`config.mk`:
```
export PLATFORM = sky130hd
export DESIGN_NAME = pcalc_rs
export DESIGN_NICKNAME = d
export VERILOG_FILES = /design/src/rtl/pcalc_rs.sv
export SDC_FILE = /design/constraint.sdc
export NUM_CORES = 1
export LEC_CHECK = 0
export ABC_AREA = 1
export CAP_MARGIN = 10
export CORE_MARGIN = 2
export CORE_UTILIZATION = 40
export DETAILED_ROUTE_END_ITERATION = 6
export GPL_TIMING_DRIVEN = 0
export SETUP_SLACK_MARGIN = 0.02
export SYNTH_ARGS = -nofsm -noshare
export SYNTH_HDL_FRONTEND = slang
export SYNTH_SLANG_ARGS = --single-unit
```
`constraint.sdc`:
```
create_clock -name clk -period 18.8 [get_ports clk]
set_input_delay 3.76 -clock clk [delete_from_list [all_inputs] [get_ports clk]]
set_output_delay 3.76 -clock clk [all_outputs]
set_load 0.1 [all_outputs]
```
`src/rtl/pcalc_rs.sv`:
```
// Reservation stage for the point-calculation unit: joins hit records with their
// ray vector from the ray-vector store and queues the pairs in a credit-protected FIFO.

package pcalc_pkg;

    typedef logic [7:0]  rayID_t;
    typedef logic [15:0] triID_t;
    typedef logic [31:0] float_t;

    typedef struct packed {
        float_t u;
        float_t v;
    } bari_uv_t;

    typedef struct packed {
        float_t x;
        float_t y;
        float_t z;
    } vec3_t;

    typedef struct packed {
        vec3_t origin;
        vec3_t dir;
    } ray_vec_t;

    typedef struct packed {
        rayID_t   rayID;
        bari_uv_t uv;
        float_t   t_int;
        triID_t   triID;
    } int_to_rs_t;

    typedef struct packed {
        rayID_t   rayID;
        bari_uv_t uv;
        float_t   t_int;
        triID_t   triID;
        ray_vec_t ray_vec;
    } rs_to_pcalc_t;

endpackage

module pcalc_rs
    import pcalc_pkg::*;
#(
    parameter int RD_LAT = 2,
    parameter int DEPTH  = 4
) (
    input  logic                                clk,
    input  logic                                rst,
    input  logic                                int_to_rs_valid,
    input  logic [$bits(int_to_rs_t)-1:0]       int_to_rs_data,
    output logic                                int_to_rs_stall,
    output logic                                raystore_re,
    output logic [$bits(rayID_t)-1:0]           raystore_raddr,
    input  logic [$bits(ray_vec_t)-1:0]         raystore_rdata,
    output logic                                rs_to_pcalc_valid,
    output logic [$bits(rs_to_pcalc_t)-1:0]     rs_to_pcalc_data,
    input  logic                                rs_to_pcalc_stall
);

    localparam int CW = $clog2(DEPTH + 1);
    localparam int PW = (DEPTH > 1) ? $clog2(DEPTH) : 1;
    localparam logic [CW-1:0] FULL     = CW'(DEPTH);
    localparam logic [PW-1:0] LAST_PTR = PW'(DEPTH - 1);

    int_to_rs_t      in_rec;
    logic            acc;
    logic            pop;
    logic            wr;
    logic [CW-1:0]   cnt;
    logic [CW-1:0]   fifo_cnt;
    logic [PW-1:0]   wr_ptr;
    logic [PW-1:0]   rd_ptr;
    logic [RD_LAT-1:0] pipe_vld;
    int_to_rs_t      pipe_rec [RD_LAT];
    rs_to_pcalc_t    join_entry;
    rs_to_pcalc_t    fifo_mem [DEPTH];

    function automatic logic [PW-1:0] next_ptr(input logic [PW-1:0] p);
        return (p == LAST_PTR) ? '0 : p + 1'b1;
    endfunction

    assign in_rec          = int_to_rs_data;
    assign int_to_rs_stall = rst | (cnt == FULL);
    assign acc             = int_to_rs_valid & ~int_to_rs_stall;
    assign raystore_re     = acc;
    assign raystore_raddr  = in_rec.rayID;

    // Credits cover records in the read pipe as well as in the FIFO, so a write can never find it full.
    // NOTE: sequential state uses non-blocking assignments so every flop samples pre-edge values.
    always_ff @(posedge clk or posedge rst) begin
        if (rst) begin
            cnt <= '0;
        end else if (acc && !pop) begin
            cnt <= cnt + 1'b1;
        end else if (pop && !acc) begin
            cnt <= cnt - 1'b1;
        end
    end

    always_ff @(posedge clk or posedge rst) begin
        if (rst) begin
            pipe_vld <= '0;
        end else begin
            pipe_vld[0] <= acc;
            for (int i = 1; i < RD_LAT; i++) begin
                pipe_vld[i] <= pipe_vld[i-1];
            end
        end
    end

    // NOTE: payload registers and FIFO storage carry no reset; only the valids and pointers qualify them.
    always_ff @(posedge clk) begin
        pipe_rec[0] <= in_rec;
        for (int i = 1; i < RD_LAT; i++) begin
            pipe_rec[i] <= pipe_rec[i-1];
        end
    end

    assign wr = pipe_vld[RD_LAT-1];

    // NOTE: every field is assigned on every pass, so no latch can be inferred.
    always_comb begin
        join_entry.rayID   = pipe_rec[RD_LAT-1].rayID;
        join_entry.uv      = pipe_rec[RD_LAT-1].uv;
        join_entry.t_int   = pipe_rec[RD_LAT-1].t_int;
        join_entry.triID   = pipe_rec[RD_LAT-1].triID;
        join_entry.ray_vec = raystore_rdata;
    end

    always_ff @(posedge clk) begin
        if (wr) begin
            fifo_mem[wr_ptr] <= join_entry;
        end
    end

    always_ff @(posedge clk or posedge rst) begin
        if (rst) begin
            wr_ptr   <= '0;
            rd_ptr   <= '0;
            fifo_cnt <= '0;
        end else begin
            if (wr) begin
                wr_ptr <= next_ptr(wr_ptr);
            end
            if (pop) begin
                rd_ptr <= next_ptr(rd_ptr);
            end
            if (wr && !pop) begin
                fifo_cnt <= fifo_cnt + 1'b1;
            end else if (pop && !wr) begin
                fifo_cnt <= fifo_cnt - 1'b1;
            end
        end
    end

    // Head is forced to zero while empty so stale or uninitialised storage never leaks out.
    assign rs_to_pcalc_valid = (fifo_cnt != '0);
    assign pop               = rs_to_pcalc_valid & ~rs_to_pcalc_stall;
    assign rs_to_pcalc_data  = rs_to_pcalc_valid ? fifo_mem[rd_ptr] : '0;

endmodule

```
# ---- Word level (Yosys, flattened, before mapping)
# Memories as Yosys holds them, arrays and structs flattened.
# Cells that the tools add are included.
dict set report word_totals {
  register_bits 12
  word_cells 40
  in_bits 316
  out_inout_bits 323
  memories 2
  ramBits 1488
}
dict set report classes {
  n_addsub 6
  mux 9
  n_eq_ne 3
  reduce_logical 10
  n_bitwise 5
}
# memory depth word_bits rd rd_clocked_by_memory_dff wr line
set memory_table {}
lappend memory_table {fifo_mem 4 312 1 0 1 78} ;# rs_to_pcalc_t fifo_mem [DEPTH];
lappend memory_table {pipe_rec 2 120 2 0 2 76} ;# int_to_rs_t pipe_rec [RD_LAT];
# operator count
set op_table {}
lappend op_table {{$mux W312} 1}
lappend op_table {{$mux W3} 4}
lappend op_table {{$add A3 B1 Y3 const B} 2}
lappend op_table {{$sub A3 B1 Y3 const B} 2}
lappend op_table {{$add A2 B1 Y2 const B} 2}
lappend op_table {{$eq A2 B2 Y1 const B} 2}
lappend op_table {{$logic_and A1 B1 Y1} 4}
lappend op_table {{$mux W2} 2}
lappend op_table {{$reduce_bool A2 Y1} 2}
lappend op_table {{$eq A3 B3 Y1 const B} 1}
lappend op_table {{$logic_not A1 Y1} 3}
lappend op_table {{$reduce_bool A3 Y1} 1}
lappend op_table {{$and A1 B1 Y1} 2}
lappend op_table {{$mux W1} 2}
lappend op_table {{$not A1 Y1} 2}
lappend op_table {{$or A1 B1 Y1} 1}

# ---- Logic depth before layout (Yosys ltp)
# Gate-level depths: netlist of run 1.
dict set report logic_depth {
  ltp_word 8
  ltp_mapped 12
  ltp_nobuf 12
}

# ---- Least setup slack after synthesis of run 1
# OpenSTA, ideal clock, no wires.
dict set report synth_timing {
  path_kind {input port to output port}
  start {input rst}
  end {output raystore_re}
  t_required_ns 15.040
  stages 3
  arrival_time_ns 6.279
  n_path_buf 0
  setup_slack_ns 8.761
  path_cell_list {inv_1 > nand2_1 > nor2_1}
}
dict set report synth_between {
  elab_chain_len 3
}
# item line
set synth_rtl {}
lappend synth_rtl {{start: declaration} 50} ;# input logic rst,
lappend synth_rtl {{$or A1 B1 Y1} 85} ;# assign int_to_rs_stall = rst | (cnt == FULL);
lappend synth_rtl {{via int_to_rs_stall} 53} ;# output logic int_to_rs_stall,
lappend synth_rtl {{$not A1 Y1} 86} ;# assign acc = int_to_rs_valid & ~int_to_rs_stall;
lappend synth_rtl {{$and A1 B1 Y1} 86}
lappend synth_rtl {{end: declaration} 54} ;# output logic raystore_re,
# The timed path passes the listed nets, and every way through them passes these cells.

# ---- Worst setup path in the final report of run 1
dict set report layout_timing {
  start {input rst}
  end {output raystore_re}
}
dict set report layout_between {
  elab_chain_len 3
}
# item line
set layout_rtl {}
lappend layout_rtl {{$or A1 B1 Y1} 85}
lappend layout_rtl {{$not A1 Y1} 86}
lappend layout_rtl {{$and A1 B1 Y1} 86}
# No other way between the ends.

==> impl_summary.log, run 1 <==
[metrics] status: complete, no violations
[metrics] width of the die: 386 µm
[metrics] deepest clock path buffer count: 3
[metrics] total grt overflow: 0
[metrics] fill cell count: 12.6k
[metrics] Tot GR Track Use: roughly a fifth
[metrics] Synth async-reset ratio: less than 1%
[metrics] Max Clk Rate: around 100 MHz
[metrics] final setup TNS: 0 ns
[metrics] source-to-sink clock delay at the later pin of the worst-skew pair: 0.78 ns
[metrics] Most Frequent Cell on Critical Path: clkdlybuf4s50_1
[metrics] fraction of layout instances using a drive strength above 1: 6.56%
[metrics] via count of the first global-routing pass: 36.2k
[metrics] worst hold path type: reg2reg
[metrics] area leader, netlist: edfxtp_1
[metrics] Reg2Reg Setup Slack: 16.10 ns
[metrics] area share of the largest cell type after synthesis: between 60% and 70%
[metrics] area of the placeable core: 0.145 mm²
[metrics] hold violation count in the final report: 0
[metrics] number of setup violations in the final report: 0
[metrics] height of the chip: 386 µm
[metrics] Setup WS pre-CTS: 8.90 ns
[metrics] area of the die: 0.149 mm²
[metrics] # hold bufs at CTS: 0
[metrics] CTS Root Buffer Type: clkbuf_16
[metrics] total I/O pin count: roughly 640
[metrics] Worst slew margin: 20.1%
[metrics] std cell rows: 140
[metrics] average wire per cell in the routed design: 19.1 µm
[metrics] worst min-delay path startpoint: pipe_rec[0][92]$_DFF_P_
[metrics] logic depth of the worst register-to-register path: 6
[metrics] minimum period implied by the final worst setup slack: 9.88 ns
[metrics] number of antenna violations at the first check in global routing: 47
[metrics] CP Cell Sequence: clkdlybuf4s50_1 > inv_1 > nand2_1 > nor2_1 > clkdlybuf4s50_1
[metrics] Net count, final: around 6.4k
[metrics] Final Hold Slack: around 0.30 ns
[metrics] CTS clock-pin slew for the worst setup and hold paths: around 0.060 ns
[metrics] unrepaired setup endpoints after global routing: no
[metrics] maximum number of pins on one net before global-route repair: 99
[metrics] number of enable flip-flop cells after synthesis: 1248
[metrics] Crit-path slowest cell: clkdlybuf4s50_1
[metrics] initial detailed-routing violation count: around 2.4k
[metrics] CTS Buf Count: between 150 and 200
[metrics] Crit Reg-Reg Endpoint: fifo_mem[0][139]$_DFFE_PP_
[metrics] count of unresolved DRC violations after routing: 0
[metrics] final clock period utilization by the worst path: 52.6%
[metrics] post-synthesis sequential area ratio: 73.1%
[metrics] flip-flop and latch count after synthesis: 1500
[metrics] ranking of synthesized cells by instance count: nand2_1, inv_1, edfxtp_1, nand3_1, a21oi_1
[metrics] Critical path origin: rst
[metrics] number of nets in the synthesized netlist: between 5k and 6k
[metrics] synthesis warning total: 0
[metrics] number of sinks driven by the clock tree: 1500
[metrics] max-slew violation count: 0
[metrics] synthesized instance count: 5252
[metrics] via count: ~38k
[metrics] remaining number of nets flagged by the antenna check after routing: 0
[metrics] DPL Wire Length: around 100 mm
[metrics] main flop type after synthesis: edfxtp_1
[metrics] arrival time reported for the critical path endpoint: 6.12 ns
[metrics] Syn Area/Cell: 11.1 µm²
[metrics] most frequent cell after synthesis: nand2_1
[metrics] slew at the pin closest to its max-slew limit: between 1 and 1.5 ns
[metrics] data required time at the worst endpoint: 15.04 ns
[metrics] first-pass GRT wire length: 225 mm
[metrics] buffers added on ports: 638
[metrics] CP Launch Type: primary input
[metrics] kind of critical path: in2out
[metrics] depth of the worst hold-timing path: 0
[metrics] CTS H-tree depth: 4
[metrics] top post-synthesis cells by area: edfxtp_1, dfxtp_1, nand2_1
[metrics] iteration count of the initial detailed-routing pass: 5
[metrics] hold worst-path end: pipe_rec[0][212]$_DFF_P_
[metrics] Initial Utilization: 40.1%
[metrics] Post-CTS Setup Bufs: 0
[metrics] Worst Slack Setup Final: around 8.9 ns
[metrics] drt via density: roughly 4.6
[metrics] max-cap violations: 0
[metrics] detailed-route wire length: 156 mm
[metrics] number of unique standard cell types used by synthesis: 21
[metrics] maximum fanout encountered on the critical timing path: 13
[metrics] quantity of gates resized following cts: 0
[metrics] Layout Area Growth over Synthesis: 25.1%
[metrics] Crit path largest cell delay: 1.19 ns
[metrics] TritonCTS clock tree: yes
[metrics] Setup Skew: roughly 0.033 ns
[metrics] final RePlAce weighted congestion: 0.786
[metrics] sort of element at the end of the critical path: primary output
[metrics] Post-Synthesis Cell Area: 0.0583 mm²
[metrics] startpoint of the most critical register-to-register path: wr_ptr[0]$_DFFE_PP0P_
cells by family (layout without fill, tap and decap cells):
kind of cell / count (synthesis) / count (layout) / share of synthesized area (%)
compound gates: 316 / 316 / 2.71
xor+xnor: 2 / 2 / 0.0301
fa+ha+maj: 9 / 9 / 0.219
buf+inv: 1518 / 2469 / 10.3
flops: 1500 / 1500 / 73.1
other cells: 0 / 14 / 0
simple gates: 1907 / 1907 / 13.6
registers in the layout, summed over array words and instances (netlist names):
signal    count
fifo_cnt      3
cnt           3
rd_ptr        2
pipe_vld      2
wr_ptr        2
fifo_mem   1248
pipe_rec    240
area by class of cell:
class	instances	area, µm²	share of cell area [%]
Sequential cell	1500	42600	58.4
Multi-Input combinational cell	2234	9680	13.3
Timing Repair Buffer	651	6740	9.24
Inverter	1268	4790	6.57
Clock buffer	207	4410	6.04
Tap cell	1917	2400	3.29
Buffer	250	1260	1.74
Clock inverter	93	1010	1.39
Antenna cell	14	35.0	0.0481
how the worst max path moves through the flow:
stage	endpoint	slack (ns)	cells after the start
after CTS	raystore_re	8.82	5
after floorplan	raystore_re	8.76	3
after detailed placement	raystore_re	8.90	5
after global placement	fifo_mem[0][139]$_DFFE_PP_	5.59	4
final	raystore_re	8.92	5
after global routing	raystore_re	8.68	5
worst max-delay path: cells and delay by family:
kind | cells | cell delay, ns
AND/OR/NAND/NOR | 2 | 0.39
buffers and inverters | 3 | 1.96
metrics by stage:
step / cell area, µm² / instances / util, %
2_1_floorplan: 58300 / 5252 / -
3_3_place_gp: 67100 / 7807 / 46.2
3_5_place_dp: 67400 / 7820 / 46.4
4_1_cts: 72900 / 8120 / 50.2
5_1_grt: 72900 / 8127 / 50.2
6_report: 72900 / 8134 / 50.2
layout by cell type, fill, tap and decap left out, types with 3 or more instances in the layout:
| cell type | count |
|---|---|
| o21ai_0 | 3 |
| buf_16 | 12 |
| inv_6 | 9 |
| clkbuf_8 | 12 |
| clkbuf_16 | 165 |
| dfrtp_1 | 12 |
| nand3_1 | 627 |
| diode_2 | 14 |
| buf_2 | 111 |
| buf_1 | 29 |
| ha_1 | 7 |
| inv_1 | 1261 |
| buf_4 | 18 |
| nand2_1 | 1274 |
| clkbuf_1 | 106 |
| bufinv_16 | 15 |
| nor2_1 | 3 |
| edfxtp_1 | 1248 |
| a21oi_1 | 313 |
| clkinv_1 | 29 |
| buf_6 | 16 |
| inv_8 | 4 |
| inv_16 | 3 |
| clkinv_2 | 27 |
| clkdlybuf4s50_1 | 638 |
| dfxtp_1 | 240 |
| clkinv_16 | 4 |
routing by layer:
layer | up-vias | GRT usage (%) | routed length, µm
met1 | 17811 | 26.1 | 63700
met4 | 62 | 7.45 | 4780
met3 | 315 | 6.55 | 13900
met5 | - | 0 | 389
met2 | 1163 | 32.8 | 72900
li1 | 18320 | - | -
Power of run 1 is left out: the tool's default activity adds up to more than one toggle a clock period on the data nets, which glitch-free logic cannot reach.
==> run 2, diff against run 1 <==
Clock period 18.8 ns to 8.2 ns, I/O delays scaled along.
==> results of run 2 <==
The final DEF is identical to that of run 1. Status: complete, no violations.
Main changes from that run: setup slack after placement 8.90 ns -> 2.54 ns; setup slack after layout 8.92 ns -> 1.84 ns; start point of the critical path rst -> rd_ptr[1]$_DFFE_PP0P_; end point of the critical path raystore_re -> rs_to_pcalc_data[158]; register-to-register setup slack 16.10 ns -> 5.50 ns
Power of run 2 is left out for the same reason.
